`src/rtl/timer_scheduler_pkg.sv`:
```
// Shared types and constants for the TIME1/TIME2 timer scheduler.
package timer_scheduler_pkg;

   typedef logic [3:0] reg_t;

   localparam reg_t REG_TIME1 = 4'd14;
   localparam reg_t REG_TIME2 = 4'd15;

   typedef enum logic {
      IDLE  = 1'b0,
      CARRY = 1'b1
   } timer_state_t;

   localparam logic [14:0] TIME_CNT_MASK = 15'h3FFF;
   localparam int          TIME_SIGN_BIT = 14;

   // 14-bit positive count increment; the sign bit is always written as 0.
   function automatic logic [14:0] time_inc(input logic [14:0] q);
      logic [14:0] s;
      s = (q & TIME_CNT_MASK) + 15'd1;
      return s & TIME_CNT_MASK;
   endfunction

   function automatic logic time_wraps(input logic [14:0] q);
      return (q & TIME_CNT_MASK) == TIME_CNT_MASK;
   endfunction

endpackage

```
`src/rtl/timer_scheduler_tick.sv`:
```
// Clock divider producing one tick per TICK_DIV enabled cycles; holds when disabled.
module tick_divider #(
   parameter int TICK_DIV = 1024
) (
   input  logic clk,
   input  logic rst_l,
   input  logic en,
   output logic tick
);

   localparam int CW = $clog2(TICK_DIV);

   logic [CW-1:0] cnt;

   assign tick = en && (cnt == CW'(TICK_DIV - 1));

   always_ff @(posedge clk or negedge rst_l) begin
      if (!rst_l) begin
         cnt <= '0;
      end else if (tick) begin
         cnt <= '0;
      end else if (en) begin
         cnt <= cnt + CW'(1);
      end
   end

endmodule

```
`src/rtl/timer_scheduler.sv`:
```
// Schedules TIME1/TIME2 increments into register-file write port 2 behind the pipeline.
// Optional sticky dropped-tick flag: define TIMER_LOST_TICK_EN.
//
// state | meaning
// IDLE  | TIME1 increments issue whenever pend > 0 and port 2 is free
// CARRY | TIME1 wrapped; waiting for a free port to increment TIME2
module timer_scheduler
   import timer_scheduler_pkg::*;
#(
   parameter int TICK_DIV = 1024,
   parameter int PEND_MAX = 7
) (
   input  logic        clk,
   input  logic        rst_l,
   input  logic        timer_en,
   input  logic        pipe_wr1_en,
   input  reg_t        pipe_wr1_sel,
   input  logic        pipe_wr2_en,
   input  reg_t        pipe_wr2_sel,
   input  logic [14:0] pipe_wr2_data,
   input  logic [14:0] time1_q,
   input  logic [14:0] time2_q,
   output logic        rf_wr2_en,
   output reg_t        rf_wr2_sel,
   output logic [14:0] rf_wr2_data,
   output logic        stall_req,
   output logic        t2_ovf,
   output logic        lost_tick
);

   localparam int              PW        = $clog2(PEND_MAX + 1);
   localparam logic [PW-1:0]   PEND_FULL = PW'(PEND_MAX);

   timer_state_t  state, state_nxt;
   logic [PW-1:0] pend;
   logic          tick;
   logic          issue_t1, issue_t2;
   logic          t1_busy, t2_busy;

   tick_divider #(.TICK_DIV(TICK_DIV)) u_div (
      .clk   (clk),
      .rst_l (rst_l),
      .en    (timer_en),
      .tick  (tick)
   );

   // Port 2 being busy already covers a pipeline port-2 write to either timer.
   assign t1_busy  = pipe_wr1_en && (pipe_wr1_sel == REG_TIME1);
   assign t2_busy  = pipe_wr1_en && (pipe_wr1_sel == REG_TIME2);
   assign issue_t1 = (state == IDLE)  && (pend != '0) && !pipe_wr2_en && !t1_busy;
   assign issue_t2 = (state == CARRY) && !pipe_wr2_en && !t2_busy;

   always_ff @(posedge clk or negedge rst_l) begin
      if (!rst_l) begin
         state <= IDLE;
      end else begin
         state <= state_nxt;
      end
   end

   always_comb begin
      state_nxt = state;
      case (state)
         IDLE:    if (issue_t1 && time_wraps(time1_q)) state_nxt = CARRY;
         CARRY:   if (issue_t2) state_nxt = IDLE;
         default: state_nxt = IDLE;
      endcase
   end

   always_comb begin
      rf_wr2_en   = pipe_wr2_en;
      rf_wr2_sel  = pipe_wr2_sel;
      rf_wr2_data = pipe_wr2_data;
      t2_ovf      = 1'b0;
      if (issue_t1) begin
         rf_wr2_en   = 1'b1;
         rf_wr2_sel  = REG_TIME1;
         rf_wr2_data = time_inc(time1_q);
      end else if (issue_t2) begin
         rf_wr2_en   = 1'b1;
         rf_wr2_sel  = REG_TIME2;
         rf_wr2_data = time_inc(time2_q);
         t2_ovf      = time_wraps(time2_q);
      end
   end

   always_ff @(posedge clk or negedge rst_l) begin
      if (!rst_l) begin
         pend <= '0;
      end else if (tick && !issue_t1) begin
         if (pend != PEND_FULL) pend <= pend + PW'(1);
      end else if (issue_t1 && !tick) begin
         pend <= pend - PW'(1);
      end
   end

   // Registered-only decode so the pipeline sees no combinational path from its own outputs.
   assign stall_req = (pend == PEND_FULL) || (state == CARRY);

`ifdef TIMER_LOST_TICK_EN
   logic lost_q;
   always_ff @(posedge clk or negedge rst_l) begin
      if (!rst_l) begin
         lost_q <= 1'b0;
      end else if (tick && !issue_t1 && (pend == PEND_FULL)) begin
         lost_q <= 1'b1;
      end
   end
   assign lost_tick = lost_q;
`else
   assign lost_tick = 1'b0;
`endif

endmodule

```
`config.mk`:
```
export PLATFORM = sky130hd
export DESIGN_NAME = timer_scheduler
export DESIGN_NICKNAME = d
export VERILOG_FILES = /design/src/rtl/timer_scheduler_pkg.sv /design/src/rtl/timer_scheduler_tick.sv /design/src/rtl/timer_scheduler.sv
export SDC_FILE = /design/constraint.sdc
export NUM_CORES = 1
export LEC_CHECK = 0
export CAP_MARGIN = 10
export CORE_AREA = 3 3 108 58
export CTS_CLUSTER_DIAMETER = 150
export DETAILED_ROUTE_END_ITERATION = 6
export DIE_AREA = 0 0 111 61
export GPL_ROUTABILITY_DRIVEN = 0
export GPL_TIMING_DRIVEN = 0
export HOLD_SLACK_MARGIN = 0.08
export PLACE_DENSITY = 0.58
export SLEW_MARGIN = 20
export SYNTH_ARGS = -nofsm -noshare
export SYNTH_HDL_FRONTEND = slang
export SYNTH_HIERARCHICAL = 1
export SYNTH_SLANG_ARGS = --single-unit
```
`constraint.sdc`:
```
create_clock -name clk -period 4.25 [get_ports clk]
set_input_delay 0.85 -clock clk [delete_from_list [all_inputs] [get_ports clk]]
set_output_delay 0.85 -clock clk [all_outputs]
set_load 0.1 [all_outputs]
```
* Word-level counts from Yosys, hierarchy flattened
Index checks and enable logic that the tools add are counted.
** Operators by class
- Equal/unequal tests :: 8
- Multiplexer cells :: 16
- Add/sub/neg operators :: 5
- Reduce and logical (&&, ||, !) cells :: 21
- Bitwise operators :: 1
** Operator list (count)
- 15-bit 2-to-1 mux :: 2
- 14-bit by 1-bit adder with 14-bit output (second input constant) :: 2
- 14-bit equality test (second input constant) :: 2
- 10-bit 2-to-1 mux :: 2
- 1-bit logical AND :: 11
- 10-bit by 1-bit adder with 10-bit output (second input constant) :: 1
- 10-bit equality test (second input constant) :: 1
- 3-bit 2-to-1 mux :: 3
- 4-bit equality test (second input constant) :: 2
- 4-bit 2-to-1 mux :: 2
- 1-bit 2-to-1 mux :: 6
- 1-bit zero test :: 5
- 2-bit nonzero test :: 2
- 3-bit by 1-bit adder with 3-bit output (second input constant) :: 1
- 3-bit equality test (second input constant) :: 1
- 3-bit != test (second input constant) :: 1
- 3-bit nonzero test :: 1
- 3-bit by 1-bit subtractor with 3-bit output (second input constant) :: 1
- 2-bit by 1-bit != test with 1-bit output (second input constant) :: 1
- 1-bit one-hot mux with 2 select lines :: 1
- 2-bit AND reduction :: 1
- 1-bit logical OR :: 1
- 1-bit inverter :: 1
** Storage, ports and cells
- Output and inout bits :: 23
- Logic and storage cells :: 54
- Bits in registers :: 14

* Logic depth before layout (Yosys ltp)
Gate-level depths: netlist (run 1).
- Word-level depth :: 8
- Depth in mapped cells :: 10
- Gate-level depth less buffers :: 9

* By module
Netlist (run 1), hierarchy kept.
** By module, submodules not included
- timer_scheduler :: times used 1, cells an instance 164, area each 1099.8 um^2
- tick_divider :: times used 1, cells an instance 49, area each 501.7 um^2

* Worst setup path after synthesis (run 1)
OpenSTA, ideal clock, no wires.
- Path kind :: in2out
- Start :: input pipe_wr1_sel[2]
- End :: output rf_wr2_data[2]
- Data required time :: 3.400 ns
- Cell stages on the path :: 5
- Path slack :: -0.519 ns
- Path buffers :: 2
- Arrival time :: 3.919 ns
- Path through :: and4_4 a2111o_1 buf_6 clkbuf_1 o21ai_0
** On the way
- Cells in the longest elaborated chain, start to end :: 6
- Elaborated cells between the ends (all ways) :: 10
- Classes of those cells :: 2 x eq/ne; 2 x mux; 6 x reduce/logical
** RTL lines
- from (decl) :: RTL line timer_scheduler.sv:17 : input reg_t pipe_wr1_sel,
- 4-bit equality test :: RTL line timer_scheduler.sv:49 : assign t2_busy = pipe_wr1_en && (pipe_wr1_sel == REG_TIME2);
- 1-bit logical AND :: RTL line timer_scheduler.sv:49
- 1-bit zero test :: RTL line timer_scheduler.sv:51 : assign issue_t2 = (state == CARRY) && !pipe_wr2_en && !t2_busy;
- 1-bit logical AND :: RTL line timer_scheduler.sv:51
- 15-bit 2-to-1 mux :: RTL line timer_scheduler.sv:79 : end else if (issue_t2) begin
- 15-bit 2-to-1 mux (*) :: RTL line timer_scheduler.sv:75 : if (issue_t1) begin
- to (decl) :: RTL line timer_scheduler.sv:25 : output logic [14:0] rf_wr2_data,
Every way passes the cells marked *; elsewhere a longest branch is shown, timed or not.

* Worst setup path after layout (run 1)
- Start :: input pipe_wr1_sel[2]
- End :: output rf_wr2_sel[2]
** On the way
- Cells in the longest elaborated chain, start to end :: 6
- Elaborated cells between the ends (all ways) :: 10
- Classes of those cells :: 2 x eq/ne; 2 x mux; 6 x reduce/logical
** RTL lines
- 4-bit equality test :: RTL line timer_scheduler.sv:49
- 1-bit logical AND :: RTL line timer_scheduler.sv:49
- 1-bit zero test :: RTL line timer_scheduler.sv:51
- 1-bit logical AND :: RTL line timer_scheduler.sv:51
- 4-bit 2-to-1 mux :: RTL line timer_scheduler.sv:79
- 4-bit 2-to-1 mux (*) :: RTL line timer_scheduler.sv:75
- to (decl) :: RTL line timer_scheduler.sv:24 : output reg_t rf_wr2_sel,
Marked as above.

==> results of run 1 <==
## kinds of logic after synthesis
group                      count (synthesis)
xor gates and xnor gates                  28
adders and majority gates                  4
AOI/OAI and AO/OA                         49
muxes                                      3
buffers and inverters                     14
other                                      1
and+or+nand+nor                          100
DFF                                       14
## worst register-to-register path, delay by kind of cell (launching register included)
kind            cells  cell delay [ns]
simple gates        5             1.20
fa+ha+maj           2             0.67
flops               1             0.40
buf+inv             1             0.38
compound gates      1             0.06
## layout make-up
cell class                      count  area, sq um  area share [%]
Timing Repair Buffer               77        739.5           29.73
Multi-Input combinational cell    185         1192           47.94
Inverter                            5        18.77          0.7545
Tap cell                           73        91.34           3.672
Sequential cell                    14        350.3           14.08
Buffer                              9        53.80           2.163
Clock buffer                        3        41.29           1.660
## power groups by stage
stage | logic (uW) | clock network (uW) | registers, uW
after floorplan | 581 | 0 | 218
after global placement | 771 | 0 | 229
after detailed placement | 781 | 0 | 232
after CTS | 760 | 114 | 230
after global routing | 799 | 121 | 240
final | 754 | 110 | 230
## worst paths after layout
path | startpoint | slack (ns) | endpoint
max | pipe_wr1_sel[2] | 0.09 | rf_wr2_sel[2]
min | u_div/cnt[9] | 0.49 | u_div/cnt[9]
max reg2reg | u_div/cnt[0] | 1.45 | pend[2]
min reg2reg | u_div/cnt[9] | 0.49 | u_div/cnt[9]
max in group asynchronous | rst_l | 2.84 | u_div/cnt[9]
min in group asynchronous | rst_l | 1.00 | u_div/cnt[7]
## timing repair
item                                    in CTS  in global routing
pin swaps                                    0                  0
resized for setup                           43                 20
endpoints found under the setup margin      21                 17
## cell usage in the layout (no fill, tap or decap), drive strengths merged, types with 7 or more instances in the layout
cell type	instances
xor2	15
o22ai	9
nor2	19
nand2	28
nand3	16
dfrtp	14
a21oi	8
clkbuf	15
o21ai	17
clkdlybuf4s50	56
nand4	7
clkdlybuf4s15	11
xnor2	13
## through the flow
stage	std cells	worst slack [ns]	cell area [sq um]	TNS, ns	total power [uW]
after floorplan	213	-0.5191	1608	-1.557	798.3
after global placement	363	-0.5464	2470	-7.000	999.8
after detailed placement	363	-0.5341	2470	-7.194	1013
after global routing	366	0.002080	2487	0	1160
final	366	0.08821	2487	0	1094
after CTS	366	0.002476	2509	0	1104
## metal layers
metal / up-vias / track usage [%]
met4: 0 / 4.386
met1: 845 / 19.76
met2: 48 / 28.53
met3: 4 / 1.693
met5: - / 0
li1: 949 / -
## state kept, by name (all words and copies together), names as in the netlist
register,flops
state,1
pend,3
u_div/cnt,10
==> run metrics, run 1 <==
Worst EP required=3.40 ns; Seq/Total Area, Yosys=21.88%; Root Driver=clkbuf_8; endpoint type of the worst setup path=output port; most common library cells after synthesis=nand2_1 (27), nor2_1 (19), o21ai_0 (17), xor2_1 (15); max cap viols=0; drt first pass iters=4; number of top-level design ports=81; Sw Share=58.42%; critical path depth in cells=8; Die Span Y=61 um; internal power=455.0 uW; worst vdd ir=around 0.20 mV; fin util=roughly 46%; WP data arrival=3.31 ns; top-area cell type share of the netlist area=a little over a fifth; cell family with most CP delay=buffers and inverters; CTS sink count=14; crit-path cells=clkdlybuf4s50_1 -> and4_4 -> a2111o_1 -> buf_6 -> buf_6 -> buf_2 -> nand3b_1 -> clkdlybuf4s15_1; Netlist cell types=45; sw power=639.4 uW; post-synth top area cell=dfrtp_1; pin count of the biggest net entering global routing=15; CTS buffer count=3; Synth Area in Compound Gates=between 10% and 20%; CTS tree=yes; Layout Nets=~360; post-synthesis async set-or-reset flop share=100.0%; Flop pwr share=21.0%; Max Freq=0.2403 GHz; Crit Path Class=primary input to output port; mux cell area share after synthesis=2.188%; Layout area overhead=55.31%; crit path max-delay cell type=clkdlybuf4s15_1; worst reg2reg path depth=9; Layout Skew=0.003350 ns; uppermost layer routed=met4; Post-synth EDFFs=0; DIE AREA=6771 sq um; Mapped Cells=213; final hold slack=just under 0.5 ns; synth warn=6; via count=approximately 1800; Fillers=540; largest family of logic cells by synthesized area=simple AND/OR/NAND/NOR gates; Die W=111 um; RSZ-0062 raised after global routing=no; Mapped Nets=275; Yosys reg bits=14; Post-Synth Adder-Cell Area=3.594%; number of hold buffers added after cts=0; drt wl/cell=14.36 um; DR DRC count=0; Clk pwr share=10.1%; vias per cell=5.044; HPWL Detailed=4336 um; Hold Path Depth=1; Max Buffers Root-to-Sink=2; total grt overflow=0; max_slew headroom=35.09%; GR Util All Layers=15.45%; site row count=19; max-slew violations=0; H-tree levels=1; fin crit period=4.162 ns; Final Hold Fails=0; Final Setup Violations=0; Hold Path Class=register to register; Starting Density=29.68%; Startpoint Class=primary input; WL met1=2368 um; worst-margin pin slew=0.9774 ns; Detail Route met3 WL=214 um; run status=complete, no violations; Core ar.=around 5400 sq um; first-pass GRT wire length=around 8600 um; postcts setup bufs=0; Worst-path clk slew=0.05 ns; total power divided by cell area=440.0 nW/um^2; period utilization=97.92%; syn_area_per_cell=about 7.5 sq um; routed wl met2=2620 um; synth top area cells=dfrtp_1 (22%), xor2_1 (8.2%), xnor2_1 (7.1%); Worst Path Buf+Inv=5; Combinational Power Share=68.9%; Simple-Gate Fraction of Synth Area=32.89%; LEAKAGE=0.0009318 uW; critical path's most frequent cell=buf_6; post-synthesis cell area=1602 sq um; worst-path maximum fanout=10; PortBufs=77; number of global-route vias before repair=1785; Worst-Skew Late Latency=between 0.2 and 0.3 ns; Worst path max stage delay=0.84 ns; Antenna Cells=0; Final ANT Viol Nets=0; initial antenna violation count=0; XOR/XNOR share of the synthesized area=15.31%; layout cells sized above 1=roughly 11%; most frequent cell after synthesis=nand2_1; ys flop type=dfrtp_1; number of DRC markers in iteration 0=101; Post-Route WL=~5300 um
(Power assumes the default switching activity.)
==> inputs of run 2 (changes only) <==
--- a/config.mk
+++ b/config.mk
@@ -6,14 +6,15 @@
 export NUM_CORES = 1
 export LEC_CHECK = 0
 export CAP_MARGIN = 10
-export CORE_AREA = 3 3 108 58
+export CORE_AREA = 3 3 90 49
 export CTS_CLUSTER_DIAMETER = 150
 export DETAILED_ROUTE_END_ITERATION = 6
-export DIE_AREA = 0 0 111 61
+export DIE_AREA = 0 0 93 52
 export GPL_ROUTABILITY_DRIVEN = 0
 export GPL_TIMING_DRIVEN = 0
 export HOLD_SLACK_MARGIN = 0.08
-export PLACE_DENSITY = 0.58
+export PLACE_DENSITY = 0.81
+export SETUP_SLACK_MARGIN = 0.2
 export SLEW_MARGIN = 20
 export SYNTH_ARGS = -nofsm -noshare
 export SYNTH_HDL_FRONTEND = slang
==> run metrics, run 2 (same netlist as run 1, synthesis figures left out) <==
number of top-level design ports=81 (unchanged); period utilization=93.35% (-4.6 points); Layout area overhead=58.05%; overall power=1132 uW (+3.5%); run status=complete, no violations; Core ar.=3764 sq um (-30%); number of DRC markers in iteration 0=102 (+0.99%); via count=1926 (+4.3%); Final Non-Filler Cells=348 (-4.9%); GR Util All Layers=22.09% (+6.6 points); CTS tree=yes; Max Buffers Root-to-Sink=2 (unchanged); Hold Path Class=register to register; max_slew headroom=34.89% (-0.20 points); Max Freq=0.2521 GHz (+4.9%); Die Span Y=52 um (-15%); Final ANT Viol Nets=0 (unchanged); H-tree levels=1 (unchanged); Post-Route WL=5340 um (+1.6%); most common cell after layout, fill and taps aside=clkdlybuf4s50_1; Final Hold Fails=0 (unchanged); DR DRC count=0 (unchanged); CTS buffer count=3 (unchanged); Setup TNS=0 ns (unchanged); Layout Skew=0.001940 ns (-0.001410 ns); max-slew violations=0 (unchanged); Die W=93 um (-16%); WP data arrival=3.12 ns (-0.19 ns); total power divided by cell area=447.3 nW/um^2 (+1.7%); max reg flops=10 (unchanged); Final Setup Violations=0 (unchanged); RSZ-0062 raised after global routing=no; Worst EP required=3.40 ns (about the same); worst vdd ir=0.2572 mV (+30%); Largest Register=u_div/cnt; drt wl/cell=15.34 um (+6.9%); max cap viols=0 (unchanged); Startpoint Class=primary input; Worst-Skew Late Latency=0.24 ns (about the same); HPWL Detailed=4362 um (+0.59%); number of hold buffers added after cts=0 (unchanged); postcts setup bufs=0 (unchanged); number of global-route vias before repair=1793 (+0.45%); total grt overflow=0 (unchanged); site row count=16 (-3); most frequent cells in the layout=clkdlybuf4s50_1 (56), nand2_1 (27), nor2_1 (19); Starting Density=42.55% (+13 points); drt first pass iters=4 (unchanged); initial antenna violation count=0 (unchanged); Cells after DPL=344 (-5.2%); Antenna Cells=0 (unchanged); CTS sink count=14 (unchanged); worst-path maximum fanout=8 (-2); layout cells sized above 1=15.99% (+4.7 points); Root Driver=clkbuf_8; vias per cell=5.534 (+9.7%); PortBufs=77 (unchanged); worst-margin pin slew=0.9736 ns (-0.003852 ns); Crit Path Class=primary input to output port; Worst-path clk slew=0.05 ns (about the same); Layout Nets=357 (unchanged); fin crit period=3.967 ns (-0.1945 ns); endpoint type of the worst setup path=output port; pin count of the biggest net entering global routing=15 (unchanged); LEAKAGE=0.0009658 uW (+3.6%); dpl ws=-0.5239 ns (+0.01024 ns); Largest regs=u_div/cnt x10, pend x3, state x1; DIE AREA=4836 sq um (-29%); first-pass GRT wire length=8493 um (-1.5%); worst setup margin=0.2828 ns (+0.1945 ns)
[run 2: stage by stage]
stage	util, %	hold WS (ns)	instance area, sq um
after floorplan	-	0.4509	1639
after global placement	65.82	0.4746	2477
after detailed placement	65.82	0.4783	2477
after CTS	67.99	0.4867	2559
after global routing	67.25	0.5063	2531
final	67.25	0.4908	2531
[run 2: area by class of cell]
cell class                 instances  area (sq um)
buffer                             9         58.81
clock buffer                       4         55.05
fill                             329          1232
inverter                           5         18.77
multi-input combinational        185          1224
sequential                        14         350.3
tap                               54         67.56
timing repair buffer              77         757.0
[run 2: path summary, 6_finish.rpt]
path                                       from           end  slack [ns]  cells after the start
worst max-delay path            pipe_wr1_sel[2]        t2_ovf        0.28                      6
worst min-delay path               u_div/cnt[9]  u_div/cnt[9]        0.49                      1
worst max register to register     u_div/cnt[0]       pend[1]        1.39                      9
worst min register to register     u_div/cnt[9]  u_div/cnt[9]        0.49                      1
max in group asynchronous                 rst_l         state        2.86                      1
min in group asynchronous                 rst_l  u_div/cnt[2]        0.99                      1
[run 2: critical path: stages]
cell and delay [ns]:
clkdlybuf4s50_1 0.40, and4_4 0.21, a211o_1 0.43, or4_1 0.55, nor2_1 0.10, clkdlybuf4s15_2 0.56
[run 2: repair_timing]
item / in CTS / in global routing
cloned: 0 / 0
resized for setup: 68 / 20
setup endpoints to repair: 21 / 13
[run 2: power by group]
part	switching, uW	internal (uW)	total (uW)
Combinational	542	230	772
Clock	45.0	82.0	127
Sequential	61.6	172	234
[run 2: metal layers]
| layer | GRT usage [%] | vias to the layer above | share of wire, % |
|---|---|---|---|
| li1 | - | 945 | - |
| met1 | 31.91 | 888 | 48 |
| met2 | 32.90 | 89 | 40 |
| met3 | 5.780 | 4 | 11 |
| met4 | 4.623 | 0 | 0.64 |
| met5 | 0 | - | 0 |
